## config.mk

```make
export PLATFORM = sky130hd
export DESIGN_NAME = gshare_btb_predictor
export DESIGN_NICKNAME = d
export VERILOG_FILES = /design/src/rtl/gshare_btb_predictor.sv
export SDC_FILE = /design/constraint.sdc
export NUM_CORES = 1
export LEC_CHECK = 0
export ABC_AREA = 0
export BUFFER_PORTS_ARGS = -buffer_cell sky130_fd_sc_hd__buf_2
export CORE_MARGIN = 2
export CORE_UTILIZATION = 60
export DETAILED_ROUTE_END_ITERATION = 12
export PLACE_DENSITY = 0.78
export SYNTH_ARGS = -nofsm -noshare
export SYNTH_HDL_FRONTEND = slang
export SYNTH_SLANG_ARGS = --single-unit
```

## constraint.sdc

```tcl
create_clock -name clk -period 5.46 [get_ports clk]
set_clock_uncertainty 0.05 [all_clocks]
set_input_delay 1.092 -clock clk [delete_from_list [all_inputs] [get_ports clk]]
set_output_delay 1.092 -clock clk [all_outputs]
set_load 0.01 [all_outputs]
```

## src/rtl/gshare_btb_predictor.sv

```systemverilog
// Gshare direction predictor with a direct-mapped BTB, answering fetch queries one cycle later.
// Trained on ROB commit; the speculative history is restored from the architectural one on rollback.
module gshare_btb_predictor #(
  parameter int BHT_DEPTH = 64,
  parameter int CNT_WIDTH = 2,
  parameter int GHR_WIDTH = 6,
  parameter int BTB_DEPTH = 16,
  parameter int TAG_WIDTH = 8
) (
  input  logic                                          clk,
  input  logic                                          rst,
  input  logic                                          rdy,
  input  logic                                          query_valid,
  input  logic [31:0]                                   query_pc,
  output logic                                          pred_valid,
  output logic                                          pred_taken,
  output logic                                          pred_btb_hit,
  output logic [31:0]                                   pred_target,
  input  logic                                          spec_valid,
  input  logic                                          spec_taken,
  input  logic                                          commit_valid,
  input  logic                                          commit_is_branch,
  input  logic [31:0]                                   commit_pc,
  input  logic                                          commit_taken,
  input  logic [31:0]                                   commit_target,
  input  logic                                          rollback,
  output logic [((GHR_WIDTH > 0) ? GHR_WIDTH : 1)-1:0]  spec_ghr
);

  localparam int BI = $clog2(BHT_DEPTH);
  localparam int TI = $clog2(BTB_DEPTH);
  localparam int GW = (GHR_WIDTH > 0) ? GHR_WIDTH : 1;
  localparam logic [CNT_WIDTH-1:0] CNT_INIT = CNT_WIDTH'((2 ** (CNT_WIDTH - 1)) - 1);
  localparam logic [CNT_WIDTH-1:0] CNT_MAX  = {CNT_WIDTH{1'b1}};
  localparam logic [CNT_WIDTH-1:0] CNT_MIN  = {CNT_WIDTH{1'b0}};
  localparam logic [CNT_WIDTH-1:0] CNT_ONE  = CNT_WIDTH'(1);

  logic [CNT_WIDTH-1:0] cnt_q [BHT_DEPTH];
  logic [CNT_WIDTH-1:0] cnt_d [BHT_DEPTH];
  logic [BTB_DEPTH-1:0] btb_vld_q, btb_vld_d;
  logic [TAG_WIDTH-1:0] btb_tag_q [BTB_DEPTH];
  logic [TAG_WIDTH-1:0] btb_tag_d [BTB_DEPTH];
  logic [31:0]          btb_tgt_q [BTB_DEPTH];
  logic [31:0]          btb_tgt_d [BTB_DEPTH];
  logic [GW-1:0]        spec_ghr_q, spec_ghr_d;
  logic [GW-1:0]        arch_ghr_q, arch_ghr_d;
  logic                 pred_valid_q, pred_valid_d;
  logic                 pred_taken_q, pred_taken_d;
  logic                 pred_hit_q, pred_hit_d;
  logic [31:0]          pred_tgt_q, pred_tgt_d;

  logic [BI-1:0]        q_bidx_s, c_bidx_s;
  logic [TI-1:0]        q_tidx_s, c_tidx_s;
  logic [TAG_WIDTH-1:0] q_tag_s, c_tag_s;
  logic                 q_hit_s;
  logic                 unused_s;

  // History is zero-extended; with GHR_WIDTH=0 both registers stay at zero.
  function automatic logic [BI-1:0] bht_index(input logic [31:0] pc, input logic [GW-1:0] ghr);
    return pc[BI+1:2] ^ BI'(ghr);
  endfunction

  function automatic logic [TAG_WIDTH-1:0] btb_tag(input logic [31:0] pc);
    return pc[TI+TAG_WIDTH+1:TI+2];
  endfunction

  assign q_bidx_s = bht_index(query_pc, spec_ghr_q);
  assign c_bidx_s = bht_index(commit_pc, arch_ghr_q);
  assign q_tidx_s = query_pc[TI+1:2];
  assign c_tidx_s = commit_pc[TI+1:2];
  assign q_tag_s  = btb_tag(query_pc);
  assign c_tag_s  = btb_tag(commit_pc);
  assign q_hit_s  = btb_vld_q[q_tidx_s] && (btb_tag_q[q_tidx_s] == q_tag_s);
  assign unused_s = ^{query_pc, commit_pc};

  // Prediction pipeline register: reads the tables as they stood before this edge.
  always_comb begin
    pred_valid_d = pred_valid_q;
    pred_taken_d = pred_taken_q;
    pred_hit_d   = pred_hit_q;
    pred_tgt_d   = pred_tgt_q;
    if (rdy) begin
      pred_valid_d = query_valid;
      if (query_valid) begin
        pred_taken_d = cnt_q[q_bidx_s][CNT_WIDTH-1];
        pred_hit_d   = q_hit_s;
        pred_tgt_d   = q_hit_s ? btb_tgt_q[q_tidx_s] : 32'h0000_0000;
      end else begin
        pred_taken_d = 1'b0;
        pred_hit_d   = 1'b0;
        pred_tgt_d   = 32'h0000_0000;
      end
    end else begin
      pred_valid_d = pred_valid_q;
    end
  end

  // Commit training of counters, architectural history and BTB.
  always_comb begin
    cnt_d      = cnt_q;
    btb_vld_d  = btb_vld_q;
    btb_tag_d  = btb_tag_q;
    btb_tgt_d  = btb_tgt_q;
    arch_ghr_d = arch_ghr_q;
    if (rdy && commit_valid && commit_is_branch) begin
      if (commit_taken) begin
        if (cnt_q[c_bidx_s] != CNT_MAX) begin
          cnt_d[c_bidx_s] = cnt_q[c_bidx_s] + CNT_ONE;
        end else begin
          cnt_d[c_bidx_s] = CNT_MAX;
        end
      end else begin
        if (cnt_q[c_bidx_s] != CNT_MIN) begin
          cnt_d[c_bidx_s] = cnt_q[c_bidx_s] - CNT_ONE;
        end else begin
          cnt_d[c_bidx_s] = CNT_MIN;
        end
      end
      if (GHR_WIDTH > 0) begin
        arch_ghr_d = GW'({arch_ghr_q, commit_taken});
      end else begin
        arch_ghr_d = {GW{1'b0}};
      end
    end else begin
      arch_ghr_d = arch_ghr_q;
    end
    if (rdy && commit_valid && commit_taken) begin
      btb_vld_d[c_tidx_s] = 1'b1;
      btb_tag_d[c_tidx_s] = c_tag_s;
      btb_tgt_d[c_tidx_s] = commit_target;
    end else begin
      btb_vld_d = btb_vld_q;
    end
  end

  // Speculative history: rollback (after any same-cycle commit) beats spec_valid.
  always_comb begin
    spec_ghr_d = spec_ghr_q;
    if (!rdy) begin
      spec_ghr_d = spec_ghr_q;
    end else if (rollback) begin
      spec_ghr_d = arch_ghr_d;
    end else if (spec_valid && (GHR_WIDTH > 0)) begin
      spec_ghr_d = GW'({spec_ghr_q, spec_taken});
    end else begin
      spec_ghr_d = spec_ghr_q;
    end
  end

  // State registers.
  always_ff @(posedge clk or negedge rst) begin
    if (!rst) begin
      pred_valid_q <= 1'b0;
      pred_taken_q <= 1'b0;
      pred_hit_q   <= 1'b0;
      pred_tgt_q   <= 32'h0000_0000;
      spec_ghr_q   <= {GW{1'b0}};
      arch_ghr_q   <= {GW{1'b0}};
      btb_vld_q    <= {BTB_DEPTH{1'b0}};
      for (int i = 0; i < BHT_DEPTH; i++) begin
        cnt_q[i] <= CNT_INIT;
      end
      for (int j = 0; j < BTB_DEPTH; j++) begin
        btb_tag_q[j] <= {TAG_WIDTH{1'b0}};
        btb_tgt_q[j] <= 32'h0000_0000;
      end
    end else begin
      pred_valid_q <= pred_valid_d;
      pred_taken_q <= pred_taken_d;
      pred_hit_q   <= pred_hit_d;
      pred_tgt_q   <= pred_tgt_d;
      spec_ghr_q   <= spec_ghr_d;
      arch_ghr_q   <= arch_ghr_d;
      btb_vld_q    <= btb_vld_d;
      cnt_q        <= cnt_d;
      btb_tag_q    <= btb_tag_d;
      btb_tgt_q    <= btb_tgt_d;
    end
  end

  assign pred_valid   = pred_valid_q;
  assign pred_taken   = pred_taken_q;
  assign pred_btb_hit = pred_hit_q;
  assign pred_target  = pred_tgt_q;
  assign spec_ghr     = spec_ghr_q;

endmodule

```

==> impl_results.md <==
* Synthesized area at 0.03802 sq mm
* First-pass GRT wire length at 148800 microns
* Syn Nets at 2742
* CP max-delay cell: buf_2
* Power Density at 390.0 mW/mm^2
* Root Buffer: clkbuf_16
* Startpoint Class: primary input
* Compound-Gate Fraction of Synth Area at 5.077%
* Port Buffer Count at 106
* Post-CTS Resized at 0
* Die width at 255.7 microns
* Crit path buffers/inverters at 4
* Post-CTS setup buffer count at 0
* Total negative setup slack at 0 ps
* Sequential fraction of the synthesis area at 54.90%
* # clock sinks at 831
* Sw Share at 26.78%
* TritonCTS clock tree: done
* Fin. max-slew vios at 0
* Power Total at 16.61 mW
* Post-synth top flop: dfrtp_1
* Post-Synth XOR/XNOR Area at 0.6384%
* Max-cap viol count at 0
* Library cells used by synthesis at 53
* Vias in the first global route at 25110
* Final nets at 2796
* CP Max Fanout at 19
* Routed WL at 94680 microns
* Family with the most delay on the worst path: compound AO/OA/AOI/OAI gates
* Logic pwr share at 17.3%
* F_max at 0.2266 GHz
* Final Hold Vio Count at 0
* Worst slew margin at 26.02%
* Yosys warns at 0
* Area delta synth->final at 12.00%
* Status: complete, no violations
* Worst path required time at 5930 ps
* Worst slew pin tran at 1110 ps
* Hold depth at 1
* IO Pins at 147
* Number of synthesized flops with an enable pin at 0
* Hold_buf cts at 0
* RSZ-0062 raised after global routing: no
* Die Height at 255.7 microns
* Clock Latency Late Sink at 640 ps
* DRC violations left at 0
* Final cycle utilization of the critical path at 80.81%
* Initial Util at 60.50%
* Final setup viols at 0
* Most frequent cells in the layout: dfrtp_1, mux2_2, mux4_2
* Mux share of post-synthesis cell area at 32.95%
* Critical Path AT at 4890 ps
* Largest net degree at the start of global routing at 126
* Fin crit period at 4412 ps
* CP Capture Type: flip-flop
* Levels on crit path at 17
* Final ANT Viol Nets at 0
* Fraction of registers with async set/reset at 100.0%
* Vias per cell at 6.484
* Row count at 92
* R2R depth at 16
* Share of power burned in registers at 45.7%
* Synth Area in Adders at 0.06581%
* Largest family of logic cells by synthesized area: multiplexers
* CP Cell Sequence: buf_2, xor2_2, buf_4, buf_4, nand3_1, o22ai_1, a211oi_1, o21ai_0, nand3_1, a21oi_1, a311oi_1, ha_1, or3_1, a21oi_1, buf_4, nand3_1, o21ai_0
* Die area at 0.06540 sq mm
* CTS clk-pin slew, worst paths at 60 ps
* Int Power at 12.16 mW
* Clock power frac at 37.0%
* Crit Path Category: in -> reg
* Total congestion overflow at 0
* Static leakage at 19.25 nW
* Commonest non-fill, non-tap cell in the layout: dfrtp_1
* GRT Util Overall at 29.67%
* Vias at 23410
* Max incr delay on CP at 340 ps
* Core Area at 0.06285 sq mm
* Initial DRC Count at 2109
* Syn Area/Cell at 14.44 sq um
* Yosys reg bits at 831
* HPWL Detailed at 56170 microns
* Max H-tree Level at 3
* Worst hold path type: reg -> reg
* Initial DRT Pass Iterations at 5
* Share of cells above drive strength 1 at 46.90%
* Drt wl/cell at 26.23 microns
* NetSw at 4.448 mW
* Instance count of the mapped netlist at 2634
* Initial antenna violation count at 11
* Simple-Gate Fraction of Synth Area at 3.636%
* Buffer depth of the longest clock path at 3
* Peak supply drop at 0.2711 mV
* RD Place Congestion at 0.9644
* CTS Buf Count at 85
## metrics by stage
stage | utilization (%) | hold slack [ps] | setup WS (ps) | area, sq um | instances
floorplan | - | 378.9 | 940.6 | 38020 | 2634
global placement | 62.92 | 393.9 | 536.0 | 39550 | 3447
detailed placement | 62.92 | 401.4 | 489.8 | 39550 | 3447
CTS | 67.73 | 417.3 | 1145 | 42570 | 3603
global route | 67.74 | 433.5 | 700.4 | 42570 | 3606
finish | 67.76 | 416.5 | 1048 | 42580 | 3610
## worst paths after layout
check,start,slack (ps),endpoint
min in group asynchronous,rst,480,cnt_q[65]
hold reg to reg,btb_vld_q[0],420,btb_vld_q[0]
setup reg to reg,arch_ghr_q[2],1400,cnt_q[87]
hold / removal,btb_vld_q[0],420,btb_vld_q[0]
max in group asynchronous,rst,3530,btb_tgt_q[117]
setup / recovery,commit_pc[4],1050,cnt_q[87]
## layout make-up
| cell class | count | area [sq um] |
|---|---|---|
| Sequential cell | 831 | 20880 |
| Multi-Input combinational cell | 1551 | 16240 |
| Tap cell | 846 | 1059 |
| Antenna cell | 7 | 17.52 |
| Fill cell | 4234 | 20270 |
| Clock inverter | 23 | 399.1 |
| Inverter | 43 | 161.4 |
| Timing Repair Buffer | 176 | 1210 |
| Clock buffer | 133 | 2621 |
## synthesized netlist by cell type (3+ instances only)
cell type  number  area share (%)
a21oi_1        14            0.18
a31oi_1        71             1.2
buf_1          35            0.35
buf_2          32            0.42
buf_6           6            0.18
clkbuf_1      134             1.3
dfrtp_1       767              50
dfstp_2        64             4.4
inv_1          43            0.42
mux2_2        653              19
mux2i_1         4            0.11
mux4_2        227              13
nand2_1        97            0.96
nand2b_1       11            0.18
nand3_1        19            0.25
nor2_1        155             1.5
nor3_1         10            0.13
nor3b_1         7            0.14
o2111ai_1       3           0.069
o211ai_1        4           0.079
o21ai_0       140             1.8
o221ai_1        9            0.21
o22ai_1        23            0.38
o2bb2ai_1      32            0.74
or2_2           8            0.13
or3_1           3           0.049
or4_1           3           0.059
xnor2_1         7            0.16
xor2_1         17            0.39
## state kept, by name, indices dropped and copies added (netlist names)
register / flops
cnt_q: 128
pred_btb_hit: 1
btb_vld_q: 16
spec_ghr: 6
pred_valid: 1
pred_target: 32
btb_tgt_q: 512
btb_tag_q: 128
arch_ghr_q: 6
pred_taken: 1
## per-layer routing
| metal | track usage (%) | vias up | wire, microns |
|---|---|---|---|
| met1 | 39.61 | 12490 | 38200 |
| met5 | 0 | - | 63 |
| met2 | 49.21 | 772 | 47440 |
| met4 | 11.47 | 10 | 3512 |
| met3 | 5.159 | 242 | 5468 |
| li1 | - | 9892 | - |
## power groups by stage
stage | Sequential, mW | Clock [mW] | Combinational, mW
finish | 7.59 | 6.15 | 2.87
global route | 7.68 | 6.50 | 3.11
CTS | 7.58 | 6.23 | 2.86
detailed placement | 7.68 | 0 | 2.85
global placement | 7.58 | 0 | 2.73
floorplan | 7.48 | 0 | 2.13
## cell families after synthesis
logic type               Yosys count
buffers and inverters            252
flip-flops                       831
multiplexers                     886
adder cells (fa/ha/maj)            2
XOR/XNOR                          26
AO/OA/AOI/OAI                    313
AND/OR/NAND/NOR                  324
Note: power is estimated with default switching activity, not from simulation.
